==> config.mk <==
export PLATFORM = sky130hd
export DESIGN_NAME = branch_redirect_ctrl
export DESIGN_NICKNAME = d
export VERILOG_FILES = /design/src/rtl/branch_redirect_ctrl.sv
export SDC_FILE = /design/constraint.sdc
export NUM_CORES = 1
export LEC_CHECK = 0
export CORE_UTILIZATION = 38
export DETAILED_ROUTE_END_ITERATION = 6
export PLACE_DENSITY_LB_ADDON = 0.08
export SLEW_MARGIN = 20
export SYNTH_ARGS = -nofsm -noshare
export SYNTH_HDL_FRONTEND = slang
export SYNTH_SLANG_ARGS = --single-unit
==> constraint.sdc <==
create_clock -name clk -period 2.4 [get_ports clk]
set_input_delay 0.48 -clock clk [delete_from_list [all_inputs] [get_ports clk]]
set_output_delay 0.48 -clock clk [all_outputs]
set_load 0.01 [all_outputs]
==> src/rtl/branch_redirect_ctrl.sv <==
// Branch redirect / pipeline-hazard controller for the RV32I core.
// Sequences PC redirects with IF/ID and ID/EX flushes, holds a redirect
// while fetch is stalled, inserts load-use bubbles and keeps debug state.
module branch_redirect_ctrl #(
  parameter int PC_WIDTH  = 9,
  parameter int CNT_WIDTH = 16
) (
  input  logic                 clk,
  input  logic                 reset,
  input  logic                 ex_valid,
  input  logic                 ex_pcsel,
  input  logic [31:0]          ex_target,
  input  logic                 ex_memread,
  input  logic [4:0]           ex_rd,
  input  logic [4:0]           id_rs1,
  input  logic [4:0]           id_rs2,
  input  logic                 fetch_ready,
  output logic                 pc_write,
  output logic                 pc_sel,
  output logic [PC_WIDTH-1:0]  pc_target,
  output logic                 ifid_write,
  output logic                 ifid_flush,
  output logic                 idex_flush,
  output logic [CNT_WIDTH-1:0] redirect_cnt,
  output logic                 misalign_err
);

  localparam logic [1:0] S_RUN    = 2'd0;
  localparam logic [1:0] S_WAIT   = 2'd1;
  localparam logic [1:0] S_SHADOW = 2'd2;

  logic [1:0]          state, state_nxt;
  logic [PC_WIDTH-1:0] redirect_q, tgt;
  logic                redirect, load_use;
  logic                cnt_inc, latch_q, mis_set;
  logic                unused_tgt_hi;

  assign redirect = ex_valid & ex_pcsel;
  assign load_use = ex_valid & ex_memread & (ex_rd != 5'd0) &
                    ((ex_rd == id_rs1) | (ex_rd == id_rs2));
  // Targets are forced word-aligned; the dropped low bits feed misalign_err.
  assign tgt = {ex_target[PC_WIDTH-1:2], 2'b00};
  // Upper target bits beyond the PC register width are intentionally dropped.
  assign unused_tgt_hi = ^ex_target[31:PC_WIDTH];

  // Output decode and next-state selection; reset forces a full flush.
  always_comb begin
    state_nxt  = state;
    pc_write   = 1'b0;
    pc_sel     = 1'b0;
    pc_target  = '0;
    ifid_write = 1'b0;
    ifid_flush = 1'b0;
    idex_flush = 1'b0;
    cnt_inc    = 1'b0;
    latch_q    = 1'b0;
    mis_set    = 1'b0;
    if (reset) begin
      ifid_flush = 1'b1;
      idex_flush = 1'b1;
    end else begin
      case (state)
        S_RUN: begin
          if (redirect) begin
            // Redirect beats load-use: the stalled instruction is squashed anyway.
            pc_sel     = 1'b1;
            pc_target  = tgt;
            ifid_flush = 1'b1;
            idex_flush = 1'b1;
            mis_set    = (ex_target[1:0] != 2'b00);
            if (fetch_ready) begin
              pc_write   = 1'b1;
              ifid_write = 1'b1;
              cnt_inc    = 1'b1;
              state_nxt  = S_SHADOW;
            end else begin
              latch_q   = 1'b1;
              state_nxt = S_WAIT;
            end
          end else if (load_use) begin
            idex_flush = 1'b1;
          end else begin
            pc_write   = fetch_ready;
            ifid_write = fetch_ready;
          end
        end
        S_WAIT: begin
          // Replay the held target until fetch accepts it; EX is ignored.
          pc_sel     = 1'b1;
          pc_target  = redirect_q;
          ifid_flush = 1'b1;
          idex_flush = 1'b1;
          pc_write   = fetch_ready;
          ifid_write = fetch_ready;
          if (fetch_ready) begin
            cnt_inc   = 1'b1;
            state_nxt = S_SHADOW;
          end
        end
        S_SHADOW: begin
          // EX holds the bubble from the redirect flush; nothing to honour.
          pc_write   = fetch_ready;
          ifid_write = fetch_ready;
          state_nxt  = S_RUN;
        end
        default: begin
          ifid_flush = 1'b1;
          idex_flush = 1'b1;
          state_nxt  = S_RUN;
        end
      endcase
    end
  end

  // State, held redirect target, redirect counter and sticky misalign flag.
  always_ff @(posedge clk) begin
    if (reset) begin
      state        <= S_RUN;
      redirect_q   <= '0;
      redirect_cnt <= '0;
      misalign_err <= 1'b0;
    end else begin
      state <= state_nxt;
      if (latch_q) redirect_q <= tgt;
      if (cnt_inc) redirect_cnt <= redirect_cnt + {{(CNT_WIDTH-1){1'b0}}, 1'b1};
      if (mis_set) misalign_err <= 1'b1;
    end
  end

endmodule

==> results.py, run 1 <==
metrics = {
    "status": {
        "status": "finished, final reports clean",
    },
    "sta": {
        "setup_viol": 0,
        "tns_ps": 0,
        "period_needed_ps": 2349,
        "period_share_pct": 97.87,
        "finClkSkew_ps": 8.931,
        "layout_setup_ws_ps": 51.00,
        "hold_viol": 0,
        "rsz0062_at_grt": "no",
        "slew_viol_final": 0,
        "clock.fmax_mhz": 425.7,
    },
    "logic_synthesis": {
        "syn_area_per_cell_um2": 7.735,
        "synth.top_cell.area_share_pct": 35.05,
        "synth_area_leaders": "dfxtp_1, xnor2_1, nand2_1, a21oi_1, nor2_1",
        "synth_cell_types": 34,
        "ys_warn_count": 0,
        "synth_area_leader_cell": "dfxtp_1",
        "ys_ff_latch": 26,
        "seq_area_frac_synth_pct": 35.05,
        "syn_inst": 192,
        "synth_area_um2": 1485,
    },
    "clock_network": {
        "h-tree-depth": 1,
        "cts_buffer_depth": 2,
        "root_buffer": "clkbuf_8",
        "tritoncts": "done",
        "clk_pin_slew_ps": 100,
        "numCtsBuffers": 3,
        "clk_latency_ps": 270,
        "cts_sinks": 26,
    },
    "worst_setup_path": {
        "arrival_ps": 1870,
        "cp_top_family": "buffers and inverters",
        "setup.worst_path.end": "ifid_flush",
        "worst_setup_path_start_kind": "input pin",
        "critical_path_required_ps": 1920,
        "rr_worst_depth": 7,
        "reg2reg_from": "state[0]",
        "crit_cells": 5,
        "startpoint": "ex_valid",
        "critical_path.max_fanout": 2,
        "path_class": "in2out",
        "slowest_stage": "clkdlybuf4s50_1",
        "crit_buf_inv": 3,
        "r2r-end": "redirect_cnt[14]",
        "reg2reg_slack_ps": 440,
        "slowest_delay_ps": 420,
        "cp_cell_sequence": "clkdlybuf4s50_1 > and3_1 > or3_4 > buf_4 > dlygate4sd2_1",
        "end_kind": "output pin",
    },
    "place": {
        "place_congestion": 0.7556,
        "dp_hpwl_mm": 2.583,
        "numPortBuffers": 58,
        "pre_cts_ws_ps": -482.1,
        "dpl.cell_count": 303,
    },
    "cells_and_area": {
        "n_antenna_cell": 0,
        "regArea_um2": 520.5,
        "mostFrequentLayoutCells": "clkdlybuf4s50_1, dfxtp_1, nand2_1",
        "nFillCells": 363,
        "post-route-util_pct": 60.88,
        "final_common_cell": "clkdlybuf4s50_1",
        "area_growth_pct": 52.32,
        "multi_input_area_um2": 904.6,
        "fin_cells": 307,
        "drive_gt1_share_pct": 12.36,
        "fin_nets": 318,
    },
    "detailed_routing": {
        "firstDrtPassIters": 4,
        "wl_met2_mm": 1.570,
        "postRouteAntennaNets": 0,
        "routed_via_density": 4.974,
        "routedWlPerCell_um": 11.01,
        "wl_mm": 3.379,
        "topRoutingLayerUsed": "met4",
        "drc": 0,
        "vias": 1527,
        "drt-initial-drc-count": 106,
        "wl_met1_mm": 1.605,
        "met3_wirelength_um": 186,
    },
    "floorplan": {
        "die_w_um": 64.52,
        "dieArea_um2": 4162,
        "die_h_um": 64.52,
        "rows": 22,
        "core_area_um2": 3716,
        "start_util_pct": 39.97,
        "io-pin-count": 84,
    },
    "power": {
        "vdd_drop_max_uv": 271.9,
        "p_leak_uw": 0.0008428,
        "power.total_uw": 1019,
        "power_density_nw_per_um2": 450.2,
    },
    "flow_run": {
        "drv_cap": 0,
    },
    "worst_hold_path": {
        "hold_path_class": "reg2reg",
    },
    "global_routing": {
        "grt_usage_pct": 17.12,
        "grt_pass1_wl_mm": 5.809,
        "grt_max_degree": 16,
        "grt_pass1_vias": 1408,
        "grt.overflow.total": 0,
        "antenna_found_initial": 0,
    },
}
==> per-stage QoR <==
stage / hold slack (ps) / cell area (um2)
finish: 453.0 / 2262
global placement: 436.7 / 2180
global route: 474.7 / 2262
CTS: 459.9 / 2238
floorplan: 433.3 / 1489
detailed placement: 444.4 / 2180
==> sequential cells by signal, summed over array words and instances (netlist names) <==
register and cells:
misalign_err 1, redirect_cnt 16, redirect_q 7, state 2
==> how the worst min path moves through the flow <==
stage / slack, ps / cells after the start / start / to
finish: 450 / 2 / misalign_err / misalign_err
global route: 470 / 2 / redirect_q[4] / redirect_q[4]
CTS: 460 / 2 / misalign_err / misalign_err
detailed placement: 440 / 2 / misalign_err / misalign_err
global placement: 440 / 2 / misalign_err / misalign_err
floorplan: 430 / 2 / redirect_q[2] / redirect_q[2]
==> power breakdown <==
group / total (uW) / internal [uW] / switching, uW
Sequential: 445 / 440 / 5.03
Combinational: 213 / 119 / 93.8
Clock: 360 / 223 / 138
Total: 1020 / 782 / 236
==> synthesized netlist by cell type (all sizes together) <==
cell type	number
inv	5
nor3b	1
nand4	2
a22oi	7
a22o	1
conb	1
xnor2	17
nor2	21
nand2b	2
buf	8
o21ai	11
nand3	8
or4	2
clkbuf	6
ha	5
nor4	2
and2	1
dfxtp	26
a21oi	18
or3	10
o21a	1
nand2	25
and3	2
o311a	1
nor3	3
a31o	1
a31oi	2
and4	1
nor4b	1
o22ai	1
==> layer usage <==
layer  vias to the layer above  track usage, %
li1                        792               -
met4                         0           3.333
met1                       688           21.68
met2                        45           29.87
met3                         2           3.521
met5                         -               0
==> timing repair <==
item,in CTS,in global routing
pin swaps,3,1
resized for setup,23,6
buffers inserted,0,0
hold buffers,0,0
setup endpoints to repair,12,6
==> worst min-delay path, cell delays in order, from the launching register on <==
cell     delay, ps
dfxtp_1        320
inv_1           50
a21oi_1         50
==> cell type report <==
type / count / area share, %
sequential: 26 / 23.01
clock buffer: 3 / 1.825
tap: 48 / 2.655
clock inverter: 1 / 1.327
timing repair buffer: 76 / 30.37
multi-input combinational: 148 / 39.99
inverter: 5 / 0.8296
==> kinds of logic after synthesis <==
logic type               synth area share [%]
AND/OR/NAND/NOR                         26.54
AO/OA/AOI/OAI                           16.93
flip-flops                              35.05
buffers and inverters                   6.992
XOR/XNOR                                10.03
adder cells (fa/ha/maj)                 4.212
other                                  0.2525
(Power assumes the default switching activity.)
==> inputs of run 2 (changes only) <==
--- a/config.mk
+++ b/config.mk
@@ -6,6 +6,7 @@
 export NUM_CORES = 1
 export LEC_CHECK = 0
 export CORE_UTILIZATION = 38
+export CTS_BUF_LIST = sky130_fd_sc_hd__clkbuf_16
 export DETAILED_ROUTE_END_ITERATION = 6
 export PLACE_DENSITY_LB_ADDON = 0.08
 export SLEW_MARGIN = 20
==> run 2 against run 1 <==
Clock power increased by 34%. Count of clock-buffer cells in the layout unchanged. Sequential share of layout area fell by 0.34 points. Non-clock buffer count did not move. Maximum frequency did not move. Worst setup slack is the same. Via count grew 0.26%. Critical path type unchanged.
==> results.py, run 2 (synthesis results as in run 1) <==
metrics = {
    "status": {
        "status": "finished, final reports clean",
    },
    "worst_setup_path": {
        "r2r-end": "redirect_cnt[11]",
        "path_class": "in2out",
        "critical_path.max_fanout": 2,
        "reg2reg_slack_ps": 430,
        "rr_worst_depth": 7,
        "end_kind": "output pin",
        "reg2reg_from": "state[0]",
        "critical_path_required_ps": 1920,
        "arrival_ps": 1870,
        "worst_setup_path_start_kind": "input pin",
    },
    "sta": {
        "hold_viol": 0,
        "layout_setup_ws_ps": 51.00,
        "rsz0062_at_grt": "no",
        "clock.fmax_mhz": 425.7,
        "period_share_pct": 97.87,
        "period_needed_ps": 2349,
        "finClkSkew_ps": 4.259,
        "setup_viol": 0,
        "slew_viol_final": 0,
        "fin_hold_ws_ps": 448.8,
    },
    "clock_network": {
        "cts_hold_buf": 0,
        "clk_latency_ps": 260,
        "cts_sinks": 26,
        "cts_buffer_depth": 2,
        "numCtsBuffers": 3,
        "clk_pin_slew_ps": 70,
        "tritoncts": "done",
        "root_buffer": "clkbuf_16",
        "h-tree-depth": 1,
    },
    "global_routing": {
        "grt.overflow.total": 0,
        "grt_usage_pct": 17.66,
        "grt_max_degree": 16,
        "grt_pass1_wl_mm": 5.892,
        "grt_pass1_vias": 1423,
        "antenna_found_initial": 0,
    },
    "place": {
        "numPortBuffers": 58,
        "place_congestion": 0.7556,
        "dp_hpwl_mm": 2.583,
        "pre_cts_ws_ps": -482.1,
    },
    "detailed_routing": {
        "postRouteAntennaNets": 0,
        "drc": 0,
        "routed_via_density": 4.987,
        "vias": 1531,
        "firstDrtPassIters": 4,
        "routedWlPerCell_um": 11.15,
        "wl_mm": 3.422,
        "drt-initial-drc-count": 103,
    },
    "cells_and_area": {
        "reg.largest.list": "redirect_cnt x16, redirect_q x7, state x2",
        "regMostFlops": "redirect_cnt",
        "largest_reg_flops": 16,
        "drive_gt1_share_pct": 12.36,
        "post-route-util_pct": 61.78,
        "mostFrequentLayoutCells": "clkdlybuf4s50_1, dfxtp_1, nand2_1",
        "n_antenna_cell": 0,
        "final_common_cell": "clkdlybuf4s50_1",
        "area_growth_pct": 54.59,
        "fin_nets": 318,
    },
    "floorplan": {
        "io-pin-count": 84,
        "die_h_um": 64.52,
        "die_w_um": 64.52,
        "dieArea_um2": 4162,
        "rows": 22,
        "core_area_um2": 3716,
        "start_util_pct": 39.97,
    },
    "power": {
        "vdd_drop_max_uv": 269.5,
        "p_sw_uw": 249.4,
        "power_density_nw_per_um2": 496.8,
        "seqPwrFrac_pct": 39.0,
        "combPwrFrac_pct": 18.7,
        "p_leak_uw": 0.0008582,
        "clockPowerShare_pct": 42.3,
        "internal_power_uw": 891.2,
        "sw_frac_of_total_pct": 21.86,
    },
    "worst_hold_path": {
        "min_from": "misalign_err",
        "holdPathStages": 2,
        "hold_path_class": "reg2reg",
        "min_to": "misalign_err",
    },
    "flow_run": {
        "drv_cap": 0,
    },
}
[run 2: stage by stage]
step	setup TNS (ps)	instance area [um2]	total power, uW	std cells
2_1_floorplan	0	1489	556.4	193
3_3_place_gp	-3466	2180	669.4	303
3_5_place_dp	-3439	2180	670.5	303
4_1_cts	0	2272	1157	307
5_1_grt	0	2296	1191	307
6_report	0	2296	1141	307
[run 2: how the worst max path moves through the flow]
stage | start | to | slack [ps] | cells past startpoint
detailed placement | ex_rd[0] | ifid_write | -480 | 5
global route | reset | pc_sel | 7 | 4
CTS | ex_valid | pc_sel | 30 | 5
floorplan | state[0] | idex_flush | 200 | 7
global placement | ex_rd[0] | pc_write | -460 | 5
finish | ex_valid | ifid_flush | 50 | 5
[run 2: power groups by stage]
| stage | clock network, uW | registers [uW] | logic (uW) |
|---|---|---|---|
| floorplan | 0 | 456 | 100 |
| global placement | 0 | 455 | 215 |
| detailed placement | 0 | 455 | 216 |
| CTS | 501 | 445 | 211 |
| global route | 510 | 446 | 235 |
| finish | 482 | 445 | 213 |
[run 2: area by class of cell]
class,count,area [um2]
clock buffer,3,75.07
clock inverter,1,30.03
fill,356,1420
inverter,5,18.77
multi-input combinational,148,904.6
sequential,26,520.5
tap,48,60.06
timing repair buffer,76,686.9
[run 2: worst max-delay path: stages]
cell	delay (ps)
clkdlybuf4s50_1	420
and3_1	200
or3_4	370
buf_4	130
dlygate4sd2_1	270
[run 2: timing repair]
action | in CTS | in global routing
buffers inserted | 0 | 0
gates resized for setup | 23 | 6
pin swaps | 3 | 1
endpoints found under the setup margin | 12 | 8
[run 2: per-layer routing]
layer	global-route usage, %	part of all wire, %	vias to the layer above
met2	30.26	47	49
met5	0	0	-
met3	3.521	5.8	2
li1	-	-	795
met1	21.64	47	685
met4	6.667	0.64	0
